--- config.mk ---
export PLATFORM = sky130hd
export DESIGN_NAME = fetch_queue
export DESIGN_NICKNAME = d
export VERILOG_FILES = /design/src/rtl/fetch_queue_pkg.sv /design/src/rtl/sync_fifo.sv /design/src/rtl/fetch_queue.sv
export SDC_FILE = /design/constraint.sdc
export NUM_CORES = 1
export LEC_CHECK = 0
export BUFFER_PORTS_ARGS = -buffer_cell sky130_fd_sc_hd__buf_4
export CORE_AREA = 5 5 214 216
export DETAILED_ROUTE_END_ITERATION = 8
export DIE_AREA = 0 0 219 221
export PLACE_DENSITY = 0.49
export SYNTH_ARGS = -nofsm -noshare
export SYNTH_HDL_FRONTEND = slang
export SYNTH_SLANG_ARGS = --single-unit
--- constraint.sdc ---
create_clock -name clk -period 3.48 [get_ports clk]
set_input_delay 0.174 -clock clk [delete_from_list [all_inputs] [get_ports clk]]
set_output_delay 0.174 -clock clk [all_outputs]
set_load 0.03 [all_outputs]
--- src/rtl/fetch_queue_pkg.sv ---
// Shared types and default constants for the fetch front-end.
package fetch_queue_pkg;

  localparam int          FQ_AWIDTH   = 32;
  localparam int          FQ_DWIDTH   = 32;
  localparam int          FQ_DEPTH    = 4;
  localparam int          FQ_PCINC    = 4;
  localparam logic [31:0] FQ_BASEADDR = 32'h0100_0000;

  // One buffered fetch result at the default address/instruction widths.
  typedef struct packed {
    logic [FQ_AWIDTH-1:0] pc;
    logic [FQ_DWIDTH-1:0] insn;
  } fetch_entry_t;

endpackage

--- src/rtl/sync_fifo.sv ---
// Circular-buffer FIFO with synchronous flush and an occupancy count.
// Full and empty come from the count, so DEPTH need not be a power of two.
module sync_fifo #(
  parameter int  DEPTH   = 4,
  parameter type entry_t = logic [31:0],
  parameter int  CW      = $clog2(DEPTH + 1)
) (
  input  logic          clk,
  input  logic          rst_n,
  input  logic          flush_i,
  input  logic          push_i,
  input  entry_t        push_data_i,
  input  logic          pop_i,
  output entry_t        head_o,
  output logic          empty_o,
  output logic [CW-1:0] count_o
);

  localparam int             PW      = (DEPTH > 1) ? $clog2(DEPTH) : 1;
  localparam logic [PW-1:0]  LAST    = PW'(DEPTH - 1);
  localparam logic [CW-1:0]  DEPTH_C = CW'(DEPTH);

  entry_t        mem_q [DEPTH];
  logic [PW-1:0] wr_ptr_q, wr_ptr_d;
  logic [PW-1:0] rd_ptr_q, rd_ptr_d;
  logic [CW-1:0] count_q, count_d;
  logic          full;
  logic          do_push;
  logic          do_pop;

  assign empty_o = (count_q == '0);
  assign full    = (count_q == DEPTH_C);
  assign do_pop  = pop_i & ~empty_o;
  // A push into a full buffer is accepted only when the head leaves in the same cycle.
  assign do_push = push_i & (~full | do_pop);

  assign head_o  = mem_q[rd_ptr_q];
  assign count_o = count_q;

  // Next pointer and count values; pointers wrap explicitly at DEPTH-1.
  always_comb begin
    // NOTE: every variable gets a default before any branch so no latch is inferred.
    wr_ptr_d = wr_ptr_q;
    rd_ptr_d = rd_ptr_q;
    count_d  = count_q;
    if (do_push) wr_ptr_d = (wr_ptr_q == LAST) ? '0 : wr_ptr_q + 1'b1;
    if (do_pop)  rd_ptr_d = (rd_ptr_q == LAST) ? '0 : rd_ptr_q + 1'b1;
    if (do_push && !do_pop)      count_d = count_q + 1'b1;
    else if (!do_push && do_pop) count_d = count_q - 1'b1;
  end

  // Pointer and count registers; reset and flush both empty the buffer.
  always_ff @(posedge clk) begin
    // NOTE: sequential state uses non-blocking assignments so all registers update together.
    if (!rst_n || flush_i) begin
      wr_ptr_q <= '0;
      rd_ptr_q <= '0;
      count_q  <= '0;
    end else begin
      wr_ptr_q <= wr_ptr_d;
      rd_ptr_q <= rd_ptr_d;
      count_q  <= count_d;
    end
  end

  // Storage write port.
  always_ff @(posedge clk) begin
    // NOTE: the storage array is not reset; an empty count already hides stale contents.
    if (do_push) mem_q[wr_ptr_q] <= push_data_i;
  end

endmodule

--- src/rtl/fetch_queue.sv ---
// Decoupled fetch front-end: owns the PC, issues single-cycle-latency
// instruction reads, buffers {pc, insn} results and hands them to decode.
module fetch_queue
  import fetch_queue_pkg::*;
#(
  parameter int                AWIDTH   = FQ_AWIDTH,
  parameter int                DWIDTH   = FQ_DWIDTH,
  parameter logic [AWIDTH-1:0] BASEADDR = AWIDTH'(FQ_BASEADDR),
  parameter int                DEPTH    = FQ_DEPTH,
  parameter int                PCINC    = FQ_PCINC
) (
  input  logic                         clk,
  input  logic                         reset,
  input  logic                         redirect_i,
  input  logic [AWIDTH-1:0]            redirect_pc_i,
  output logic                         imem_req_o,
  output logic [AWIDTH-1:0]            imem_addr_o,
  input  logic                         imem_rvalid_i,
  input  logic [DWIDTH-1:0]            imem_rdata_i,
  output logic                         dec_valid_o,
  input  logic                         dec_ready_i,
  output logic [AWIDTH-1:0]            dec_pc_o,
  output logic [DWIDTH-1:0]            dec_insn_o,
  output logic [$clog2(DEPTH+1)-1:0]   count_o
);

  localparam int            CW        = $clog2(DEPTH + 1);
  localparam logic [CW:0]   DEPTH_LIM = (CW + 1)'(DEPTH);

  typedef struct packed {
    logic [AWIDTH-1:0] pc;
    logic [DWIDTH-1:0] insn;
  } entry_t;

  logic [AWIDTH-1:0] pc_q, pc_d;
  logic [AWIDTH-1:0] inflight_pc_q, inflight_pc_d;
  logic              inflight_q, inflight_d;

  logic [CW-1:0]     fifo_count;
  logic [CW:0]       credit_used;
  logic              fifo_empty;
  logic              issue;
  logic              enq;
  logic              deq;
  entry_t            push_entry;
  entry_t            head;

  // Credit counts buffered entries plus the outstanding read; a same-cycle
  // dequeue is deliberately not counted so issue never depends on dec_ready_i.
  assign credit_used = {1'b0, fifo_count} + {{CW{1'b0}}, inflight_q};
  assign issue       = reset & ~redirect_i & (credit_used < DEPTH_LIM);

  // Responses with no outstanding request, or landing during a redirect, are dropped.
  assign enq         = reset & imem_rvalid_i & inflight_q & ~redirect_i;
  assign dec_valid_o = reset & ~fifo_empty;
  assign deq         = dec_valid_o & dec_ready_i;

  assign push_entry.pc   = inflight_pc_q;
  assign push_entry.insn = imem_rdata_i;

  sync_fifo #(
    .DEPTH   (DEPTH),
    .entry_t (entry_t),
    .CW      (CW)
  ) u_fifo (
    .clk         (clk),
    .rst_n       (reset),
    .flush_i     (redirect_i),
    .push_i      (enq),
    .push_data_i (push_entry),
    .pop_i       (deq),
    .head_o      (head),
    .empty_o     (fifo_empty),
    .count_o     (fifo_count)
  );

  // Outputs read as zero while reset is held low.
  assign imem_req_o  = issue;
  assign imem_addr_o = reset ? pc_q       : '0;
  assign dec_pc_o    = reset ? head.pc    : '0;
  assign dec_insn_o  = reset ? head.insn  : '0;
  assign count_o     = reset ? fifo_count : '0;

  // Next PC and in-flight tracking; a redirect wins over sequential advance.
  always_comb begin
    pc_d          = pc_q;
    inflight_pc_d = inflight_pc_q;
    inflight_d    = issue;
    if (redirect_i) begin
      pc_d = {redirect_pc_i[AWIDTH-1:2], 2'b00};
    end else if (issue) begin
      pc_d          = pc_q + AWIDTH'(PCINC);
      inflight_pc_d = pc_q;
    end
  end

  // PC and in-flight registers with synchronous active-low reset.
  always_ff @(posedge clk) begin
    if (!reset) begin
      pc_q          <= BASEADDR;
      inflight_q    <= 1'b0;
      inflight_pc_q <= '0;
    end else begin
      pc_q          <= pc_d;
      inflight_q    <= inflight_d;
      inflight_pc_q <= inflight_pc_d;
    end
  end

endmodule

Word-level counts from Yosys, hierarchy flattened
Memory sizes are Yosys's and may differ from the RTL's. A register that Yosys moved wholly into a read port is not among the register bits.
Index checks and enable logic that the tools add are counted.
{"block": "word_totals", "in_bits": 69, "output_inout_bits": 101, "mem_bits_rw": 256, "regBits": 72, "wordCells": 57, "mem_count": 1}
{"name": "u_fifo.mem_q", "depth": 4, "word_bits": 64, "rd": 1, "rd_clocked_by_memory_dff": 1, "write_ports": 1, "line_no": "sync_fifo.sv:23", "source": "entry_t mem_q [DEPTH];"}
{"block": "op_classes", "bitwise": 14, "n_addsub": 6, "magnitude_cmp": 1, "muxes": 14, "eq_ne": 3, "reduce_logical": 11}
{"op": "2-to-1 mux 32 bit", "n": 5}
{"op": "adder 32 x 3 -> 32 bit, second input constant", "n": 1}
{"op": "AND 1 bit", "n": 9}
{"op": "2-to-1 mux 3 bit", "n": 3}
{"op": "2-to-1 mux 2 bit", "n": 4}
{"op": "adder 2 x 1 -> 2 bit, second input constant", "n": 2}
{"op": "adder 3 x 1 -> 4 bit", "n": 1}
{"op": "== test 2 bit, second input constant", "n": 2}
{"op": "< comparator 4 x 3 -> 1 bit, second input constant", "n": 1}
{"op": "inverter 1 bit", "n": 4}
{"op": "nonzero test 2 bit", "n": 2}
{"op": "adder 3 x 1 -> 3 bit, second input constant", "n": 1}
{"op": "== test 3 bit, second input constant", "n": 1}
{"op": "logical NOT 1 bit", "n": 3}
{"op": "logical NOT 3 bit", "n": 1}
{"op": "subtractor 3 x 1 -> 3 bit, second input constant", "n": 1}
{"op": "logical AND 1 bit", "n": 2}
{"op": "2-to-1 mux 1 bit", "n": 2}
{"op": "AND reduction 2 bit", "n": 1}
{"op": "OR reduction 2 bit", "n": 1}
{"op": "logical OR 1 bit", "n": 1}
{"op": "OR 1 bit", "n": 1}

Depth between registers and ports, before layout
Gate-level depths: netlist of the first run.
{"block": "logic_depth", "word_depth": 11, "depth_mapped": 9, "mapped_depth_nobuf": 8}

Modules after synthesis
A second synthesis of the first run with hierarchy kept.
{"block": "unflattened", "hier_cells": 877, "area_unflattened_um2": 13345.3}
{"module": "sync_fifo", "instances": 1, "cells_per_inst": 382, "seq_area_each_um2": 7867.5, "area_each_um2": 9665.5}
{"module": "fetch_queue", "instances": 1, "cells_per_inst": 495, "seq_area_each_um2": 1221.2, "area_each_um2": 3679.8}

Worst setup path before layout of the first run
Ideal clock, no wire load.
{"block": "synth_timing", "path_kind": "input to register", "from": "in redirect_i", "to": "mem u_fifo.mem_q[1][0] in the netlist's numbering, enable pin", "required_ns": 3.054, "n_path_buf": 1, "setup_slack_ns": 0.497, "cell_stages": 4, "arrival_time_ns": 2.557, "setup_ns": 0.426, "cell_sequence": "nand2b_1 -> clkbuf_1 -> nor3_1 -> and2_1"}
{"block": "synth_via", "elab_chain_len": 5}
{"item": "start: declaration", "line_no": "fetch_queue.sv:14", "source": "input logic redirect_i,"}
{"item": "inverter 1 bit (no source line)"}
{"item": "AND 1 bit", "line_no": "fetch_queue.sv:54", "source": "assign enq = reset & imem_rvalid_i & inflight_q & ~redirect_i;"}
{"item": "AND 1 bit", "line_no": "sync_fifo.sv:35", "source": "assign do_push = push_i & (~full | do_pop);"}
{"item": "named net u_fifo.do_push", "line_no": "sync_fifo.sv:28", "source": "logic do_push;"}
{"item": "2-to-1 mux 1 bit", "line_no": "sync_fifo.sv:69", "source": "if (do_push) mem_q[wr_ptr_q] <= push_data_i;"}
{"item": "2-to-1 mux 1 bit (not written as such)", "line_no": "sync_fifo.sv:69"}
{"item": "end: declaration", "line_no": "sync_fifo.sv:23"}
The timed path passes the listed nets, and every way through them passes these cells.

Final worst setup path of the first run
{"block": "layout_timing", "from": "reg u_fifo.count_q[0], in the netlist u_fifo.count_o[0]", "to": "out imem_req_o"}
{"block": "layout_via", "elab_chain_len": 3}
{"item": "start: declaration", "line_no": "sync_fifo.sv:26", "source": "logic [CW-1:0] count_q, count_d;"}
{"item": "start signal: assignment", "line_no": "sync_fifo.sv:62", "source": "count_q <= count_d;"}
{"item": "adder 3 x 1 -> 4 bit", "line_no": "fetch_queue.sv:50", "source": "assign credit_used = {1'b0, fifo_count} + {{CW{1'b0}}, inflight_q};"}
{"item": "< comparator 4 x 3 -> 1 bit", "line_no": "fetch_queue.sv:51", "source": "assign issue = reset & ~redirect_i & (credit_used < DEPTH_LIM);"}
{"item": "AND 1 bit", "line_no": "fetch_queue.sv:51"}
{"item": "end: declaration", "line_no": "fetch_queue.sv:16", "source": "output logic imem_req_o,"}
Every way passes these cells.

==> results of run 1 <==
## where the power goes
part           internal, W  switching (W)  total [W]  leakage [nW]
Combinational     0.000202       0.000255   0.000458          2.33
Clock              0.00224        0.00151    0.00375         0.567
Sequential         0.00412      0.0000611    0.00418          2.99
Total              0.00656        0.00182    0.00838          5.89
## logic make-up after synthesis
kind of cell / after synthesis / synth area share, %
fa+ha+maj: 8 / 0.836
compound gates: 96 / 4.47
simple gates: 279 / 11.5
mux: 73 / 11.7
buf+inv: 71 / 2.25
flops: 318 / 68.7
xor+xnor: 6 / 0.408
other cells: 1 / 0.0291
## Yosys cell counts, drive strengths merged, types with 3 or more instances
cell type | n | area (um^2)
nand3 | 11 | 55.1
or3 | 5 | 36.3
or4 | 3 | 22.5
a31oi | 11 | 68.8
o22ai | 3 | 18.8
and3 | 4 | 25.0
buf | 26 | 121
mux4 | 62 | 1400
nor4 | 11 | 75.1
clkbuf | 33 | 124
nand4 | 9 | 62.6
and4 | 4 | 36.3
nor3 | 8 | 40.0
ha | 7 | 87.6
dfxtp | 70 | 1400
xor2 | 4 | 35.0
o21a | 3 | 22.5
a21oi | 53 | 265
mux2 | 5 | 56.3
and2 | 100 | 626
mux2i | 6 | 60.1
inv | 11 | 41.3
a211o | 3 | 26.3
nand4b | 3 | 26.3
a221oi | 3 | 26.3
edfxtp | 248 | 7450
nor2 | 20 | 75.1
o21ai | 7 | 35.0
nand2 | 94 | 353
## how the worst max path moves through the flow
stage | depth (start not counted) | slack, ns | from | end
floorplan | 4 | 0.50 | redirect_i | u_fifo.mem_q[1][0]
global placement | 6 | 0.97 | u_fifo.count_o[0] | pc_q[4]
detailed placement | 5 | 0.96 | pc_q[5] | pc_q[29]
CTS | 5 | 0.46 | u_fifo.count_o[0] | imem_req_o
global route | 5 | 0.31 | u_fifo.count_o[0] | imem_req_o
finish | 5 | 0.51 | u_fifo.count_o[0] | imem_req_o
## routing by layer
metal / routed length [um] / share of wire (%)
met5: 0 / 0
met4: 707 / 2.2
met3: 1660 / 5.0
met2: 15400 / 47
met1: 15100 / 46
## worst max-delay path, cell delays in order, from the launching register on
cell	delay, ns
sky130_fd_sc_hd__dfxtp_1	0.44
sky130_fd_sc_hd__and3_1	0.27
sky130_fd_sc_hd__or3_2	0.15
sky130_fd_sc_hd__clkinv_1	0.70
sky130_fd_sc_hd__buf_4	0.50
sky130_fd_sc_hd__buf_4	0.19
## state kept, by name, indices dropped and copies added (netlist names), named ones only
signal and cells:
inflight_pc_q 30, pc_q 30, inflight_q 1, u_fifo.count_o 3, u_fifo.wr_ptr_q 2, u_fifo.mem_q 248, u_fifo.rd_ptr_q 2
## through the flow
stage                     hold slack, ns  worst slack, ns  area (um^2)
after floorplan                    0.273            0.497        12900
after global placement             0.379            0.973        14900
after detailed placement           0.376            0.961        14900
after CTS                         0.0258            0.458        16600
after global routing              0.0553            0.306        16600
final                             0.0675            0.506        16600
## cell type report
class	instances	area, um^2
Timing Repair Buffer	244	2070
Fill cell	4233	27100
Sequential cell	318	8860
Tap cell	592	741
Inverter	12	45.0
Clock inverter	14	153
Multi-Input combinational cell	466	3760
Clock buffer	53	1010
==> qor.yml, run 1 <==
outcome: "finished, final reports clean"
crit_path_max_fanout: 31
grt_usage_pct: 13.5
grt_antenna_before_repair: 0
wire_per_inst_um: 19.3
grt_most_used_layer: "met2"
path_clk_slew_ns: 0.05
max_slew_violation_count: 0
cts.sinks: 318
async_flop_share_pct: 0
finalCriticalPeriod_ns: 2.97
setup_violations: 0
criticalPathCategory: "flip-flop to output port"
routabilityCongestion: 0.785
cts_inserted_buffers: 37
area.growth.synth_to_final_pct: 29.1
vias_in_the_first_global_route: 8230
mostFrequentLayoutCell: "sky130_fd_sc_hd__edfxtp_1"
finalCoreUtilization_pct: 38.0
firstDrtPassIters: 4
port_buffers: 163
start_util_pct: 29.4
rsz0062_at_grt: "no"
routed_wl_um: 32900
setup-tns-final_ns: 0
tritoncts: "yes"
num_rows: 77
worstHoldPathCells: 3
use_met3_pct: 3.03
grt_first_pass_wirelength_um: 50900
layout-drive-gt1-share_pct: 28.4
finalClockSkew_ns: 0.0156
min-delay-start: "redirect_i"
worst_ep_arrival_time_ns: 2.80
cap_violations: 0
fmax_mhz: 336
n_antenna_cell: 0
cp.required_ns: 3.31
worstSetupEndpointType: "output port"
yosys.cell_types.count: 55
first_iter_violations: 447
start_kind: "flip-flop"
dr_total_vias: 7879
die_height_um: 221
post-cts-setup-buffer-count: 0
slew_headroom_pct: 38.8
place.detailed.hpwl_um: 20800
synth_area_mm2: 0.0129
fp.dieArea_mm2: 0.0484
design.portCount: 170
post_drt_via_cell_ratio: 4.64
yosysWarningCount: 0
post-layout-total-power_w: 0.00838
end_point_of_the_most_critical_hold_path: "pc_q[14]"
max-clock-path-buffers: 3
crit-reg2reg-capture: "pc_q[29]"
globalRouteMet2Util_pct: 21.6
worst_ir_drop_vdd_uv: 284
placed_cells: 1572
ys_seq_elements: 318
syn_area_per_cell_um2: 15.1
timing.reg2reg.worst_path_depth: 5
clk-insertion-delay-late_ns: 0.54
post_cts_hold_buffer_count: 60
r2r-start: "pc_q[5]"
worst-slew-pin-transition_ns: 0.913
post_cts.resized_instances: 0
power.density_cell_area_mw_per_mm2: 504
final_net_count: 1156
report.final.hold_viol_count: 0
route.antenna.remaining_nets: 0
seq_area_frac_synth_pct: 68.7
clk_tree_root_cell: "sky130_fd_sc_hd__clkbuf_16"
post_synth_inst_count: 852
p_leak_nw: 5.89
synth-edff-count: 248
pin_count_of_the_biggest_net_entering_global_routing: 69
final_cell_mix: "sky130_fd_sc_hd__edfxtp_1 (248), sky130_fd_sc_hd__buf_4 (177), sky130_fd_sc_hd__and2_1 (96)"
floorplan.core_area_mm2: 0.0437
layout.cells.non_filler: 1699
chipWidth_um: 219
htree_levels: 2
drc: 0
post-route-period-util_pct: 85.5
global_route.usage.met1_pct: 18.9
min_path_type: "primary input to flip-flop"
synth_flop_cell: "sky130_fd_sc_hd__edfxtp_1"
overflow: 0
regToRegSetupSlack_ns: 0.93
(Power assumes the default switching activity.)
==> run 2: changes to the inputs <==
MAX_ROUTING_LAYER = met4   (was default)
==> run 2 against run 1 <==
- the run now fails in 5_2_route
- synthesized cell count stayed put
- global-route usage up 0.40 points
- synthesized area did not move
==> qor.yml, run 2 <==
outcome: "aborted with a tool error"  # was finished, final reports clean
yosys.cell_types.count: 55  # unchanged
routabilityCongestion: 0.796  # was 0.785
vias_in_the_first_global_route: 8248  # was 8230
ys_seq_elements: 318  # unchanged
synth_area_mm2: 0.0129  # unchanged
synthDominantCellAreaShare_pct: 57.8  # unchanged
failed_stage: "5_2_route"
post_synth_most_frequent_cells: "sky130_fd_sc_hd__edfxtp_1 (248), sky130_fd_sc_hd__and2_1 (100), sky130_fd_sc_hd__nand2_1 (94)"  # unchanged
synth_flop_cell: "sky130_fd_sc_hd__edfxtp_1"  # unchanged
post-cts-setup-buffer-count: 0  # unchanged
die_height_um: 221  # unchanged
yosysWarningCount: 0  # unchanged
error_message: "Error: net213 4 pin not visited #guides = 115"
synth-edff-count: 248  # unchanged
place.detailed.hpwl_um: 20800  # unchanged
yosys.cell_count.top_type: "sky130_fd_sc_hd__edfxtp_1"  # unchanged
synth.largest_area_cell: "sky130_fd_sc_hd__edfxtp_1"  # unchanged
syn_area_per_cell_um2: 15.1  # unchanged
async_flop_share_pct: 0  # unchanged
pin_count_of_the_biggest_net_entering_global_routing: 69  # unchanged
chipWidth_um: 219  # unchanged
cts_inserted_buffers: 37  # unchanged
max-clock-path-buffers: 3  # unchanged
synth.area.top_cells: "sky130_fd_sc_hd__edfxtp_1 (58%), sky130_fd_sc_hd__dfxtp_1 (11%), sky130_fd_sc_hd__mux4_2 (11%), sky130_fd_sc_hd__and2_1 (4.9%), sky130_fd_sc_hd__nand2_1 (2.7%)"  # unchanged
grt_antenna_before_repair: 0  # unchanged
design.portCount: 170  # unchanged
seq_area_frac_synth_pct: 68.7  # unchanged
post_synth_inst_count: 852  # unchanged
num_rows: 77  # unchanged
grt_first_pass_wirelength_um: 50800  # was 50900 um
overflow: 0  # unchanged
cts.sinks: 318  # unchanged
start_util_pct: 29.4  # unchanged
grt_usage_pct: 13.9  # was 13.5%
port_buffers: 163  # unchanged
clk_tree_root_cell: "sky130_fd_sc_hd__clkbuf_16"  # unchanged
htree_levels: 2  # unchanged
==> run 2: cell counts after synthesis <==
Identical to the previous run, type by type.
==> run 2: metrics by stage <==
stage | cells | utilization, % | setup WS, ns | cell area, um^2 | hold WS [ns]
floorplan | 855 | - | 0.497 | 12900 | 0.273
global placement | 1572 | 34.0 | 0.973 | 14900 | 0.379
detailed placement | 1572 | 34.0 | 0.961 | 14900 | 0.376
CTS | 1699 | 38.0 | 0.458 | 16600 | 0.0258
global route | 1699 | 38.0 | 0.306 | 16600 | 0.0578
==> run 2: cells by family after synthesis <==
| kind of cell | count (synthesis) | share of synthesized area, % |
|---|---|---|
| compound gates | 96 | 4.47 |
| xor+xnor | 6 | 0.408 |
| fa+ha+maj | 8 | 0.836 |
| buf+inv | 71 | 2.25 |
| flops | 318 | 68.7 |
| mux | 73 | 11.7 |
| other cells | 1 | 0.0291 |
| simple gates | 279 | 11.5 |
==> run 2: metal layers <==
metal  GRT usage (%)
met1            19.0
met2            21.7
met3            2.77
met4            3.48
met5               -
==> run 2: what timing repair did <==
action / CTS / global route
endpoints found under the hold margin: 157 / 0
hold buffers: 60 / 0
gates resized for setup: 0 / 0
==> run 3: changes to the inputs <==
CORE_AREA = 5 5 260 262   (was 5 5 214 216)
DIE_AREA = 0 0 265 267   (was 0 0 219 221)
MAX_ROUTING_LAYER = default   (was met4)
PLACE_DENSITY = default   (was 0.49)
PLACE_DENSITY_LB_ADDON = 0.15   (was default)
==> run 3 against run 2 <==
- the run now ends clean
- global-route usage decreased by 3.8 points
==> qor.yml, run 3 (synthesis gave the netlist of run 1 again) <==
outcome: "finished, final reports clean"  # was aborted with a tool error
pwr-share-comb_pct: 5.3
post_cts.resized_instances: 0  # unchanged
dr_total_vias: 7863
final_net_count: 1152
max_flop_register: "u_fifo.mem_q"
p_int_w: 0.00670
post-route-period-util_pct: 86.1
clk_tree_root_cell: "sky130_fd_sc_hd__clkbuf_16"  # unchanged
criticalPathCategory: "flip-flop to output port"
slew_headroom_pct: 45.6
area.growth.synth_to_final_pct: 32.2
cts.sinks: 318  # unchanged
grt_usage_pct: 10.1  # was 13.9%
clk-insertion-delay-late_ns: 0.56
nFillCells: 6842
layout_top_registers: "u_fifo.mem_q: 248 flops, inflight_pc_q: 30 flops, pc_q: 30 flops"
vias_in_the_first_global_route: 8344  # was 8248
routed_wl_um: 36300
drc: 0
place.detailed.hpwl_um: 22700  # was 20800 um
grt_first_pass_wirelength_um: 54500  # was 50800 um
post-layout-total-power_w: 0.00865
mostFrequentLayoutCell: "sky130_fd_sc_hd__edfxtp_1"
min-delay-start: "reset"
net-switching-power_w: 0.00196
worst_ep_arrival_time_ns: 2.82
worstSetupEndpointType: "output port"
cp.required_ns: 3.31
floorplan.core_area_mm2: 0.0652
firstDrtPassIters: 4
wire_per_inst_um: 18.4
htree_levels: 2  # unchanged
max_slew_violation_count: 0
worst_setup_slack_after_layout_ns: 0.482
port_buffers: 163  # unchanged
crit_path_max_fanout: 18
post-cts-setup-buffer-count: 0  # unchanged
die_height_um: 267  # was 221 um
share_seq_of_total_power_pct: 48.3
grt_antenna_before_repair: 1  # was 0
tritoncts: "yes"
cap_violations: 0
rsz0062_at_grt: "no"
setup.worst_path.start: "u_fifo.count_o[0]"
finalCriticalPeriod_ns: 3.00
fin_worst_hold_slack_ns: 0.0311
p_leak_nw: 5.90
worst-slew-pin-transition_ns: 0.817
layout-drive-gt1-share_pct: 28.4
start_util_pct: 19.8  # was 29.4%
max-clock-path-buffers: 3  # unchanged
clock_power_share_pct: 46.4
flip_flop_count_of_the_largest_register_all_copies_and_words_added: 248
post-place-ws_ns: 0.843  # was 0.961 ns
post_drt_via_cell_ratio: 4.00
regToRegSetupSlack_ns: 0.86
power.density_cell_area_mw_per_mm2: 508
min_path_type: "primary input to flip-flop"
final_cell_mix: "sky130_fd_sc_hd__edfxtp_1 (248), sky130_fd_sc_hd__buf_4 (172), sky130_fd_sc_hd__and2_1 (96)"
worst_ir_drop_vdd_uv: 259
setup_violations: 0
route.antenna.remaining_nets: 0
setup-tns-final_ns: 0
netSwitchingFraction_pct: 22.6
design.portCount: 170  # unchanged
cts_inserted_buffers: 39  # was 37
path_clk_slew_ns: 0.06
r2r-start: "u_fifo.count_o[0]"
n_antenna_cell: 0
finalClockSkew_ns: 0.0204
fp.dieArea_mm2: 0.0708
chipWidth_um: 265  # was 219 um
overflow: 0  # unchanged
num_rows: 94  # was 77
report.final.hold_viol_count: 0
routabilityCongestion: 0.750  # was 0.796
first_iter_violations: 459
post_cts_hold_buffer_count: 60  # unchanged
start_kind: "flip-flop"
pin_count_of_the_biggest_net_entering_global_routing: 71  # was 69
fmax_mhz: 334
-- run 3: stage by stage --
| step | cell area, um^2 | util (%) | std cells |
|---|---|---|---|
| final | 17000 | 26.1 | 1968 |
| after global routing | 17000 | 26.1 | 1968 |
| after global placement | 15200 | 23.3 | 1838 |
| after detailed placement | 15200 | 23.3 | 1838 |
| after CTS | 17000 | 26.1 | 1968 |
| after floorplan | 12900 | - | 855 |
-- run 3: path summary, 6_finish.rpt --
kind                              endpoint  depth (start not counted)
worst min register to register   flip-flop                          2
worst max register to register    pc_q[25]                          7
worst max-delay path            imem_req_o                          5
worst min-delay path               pc_q[6]                          2
-- run 3: layout make-up --
class,count,area [um^2],area share (%)
clock buffers,46,1000,5.89
inverters,12,45.0,0.265
clock inverters,24,268,1.57
multi-input cells,466,3760,22.1
well taps,864,1080,6.35
flip-flops and latches,318,8860,52.0
repair buffers,238,2010,11.8
-- run 3: per-layer routing --
layer | GRT usage [%] | vias to the layer above | routed length [um]
met1 | 13.0 | 3941 | 15900
met5 | 0 | - | 0
met4 | 2.52 | 0 | 689
met2 | 16.8 | 203 | 17400
li1 | - | 3677 | -
met3 | 3.02 | 42 | 2260
-- run 3: power by group through the flow --
stage,clock network [W],registers [W],logic [W]
floorplan,0,0.00423,0.000230
global placement,0,0.00426,0.000417
detailed placement,0,0.00426,0.000418
CTS,0.00418,0.00418,0.000474
global route,0.00434,0.00418,0.000505
finish,0.00401,0.00418,0.000463
-- run 3: worst max-delay path, stage by stage (launching register included) --
cell and delay, ns:
sky130_fd_sc_hd__dfxtp_1 0.47, sky130_fd_sc_hd__and3_1 0.32, sky130_fd_sc_hd__or3_2 0.39, sky130_fd_sc_hd__clkinv_1 0.49, sky130_fd_sc_hd__buf_4 0.38, sky130_fd_sc_hd__buf_4 0.20
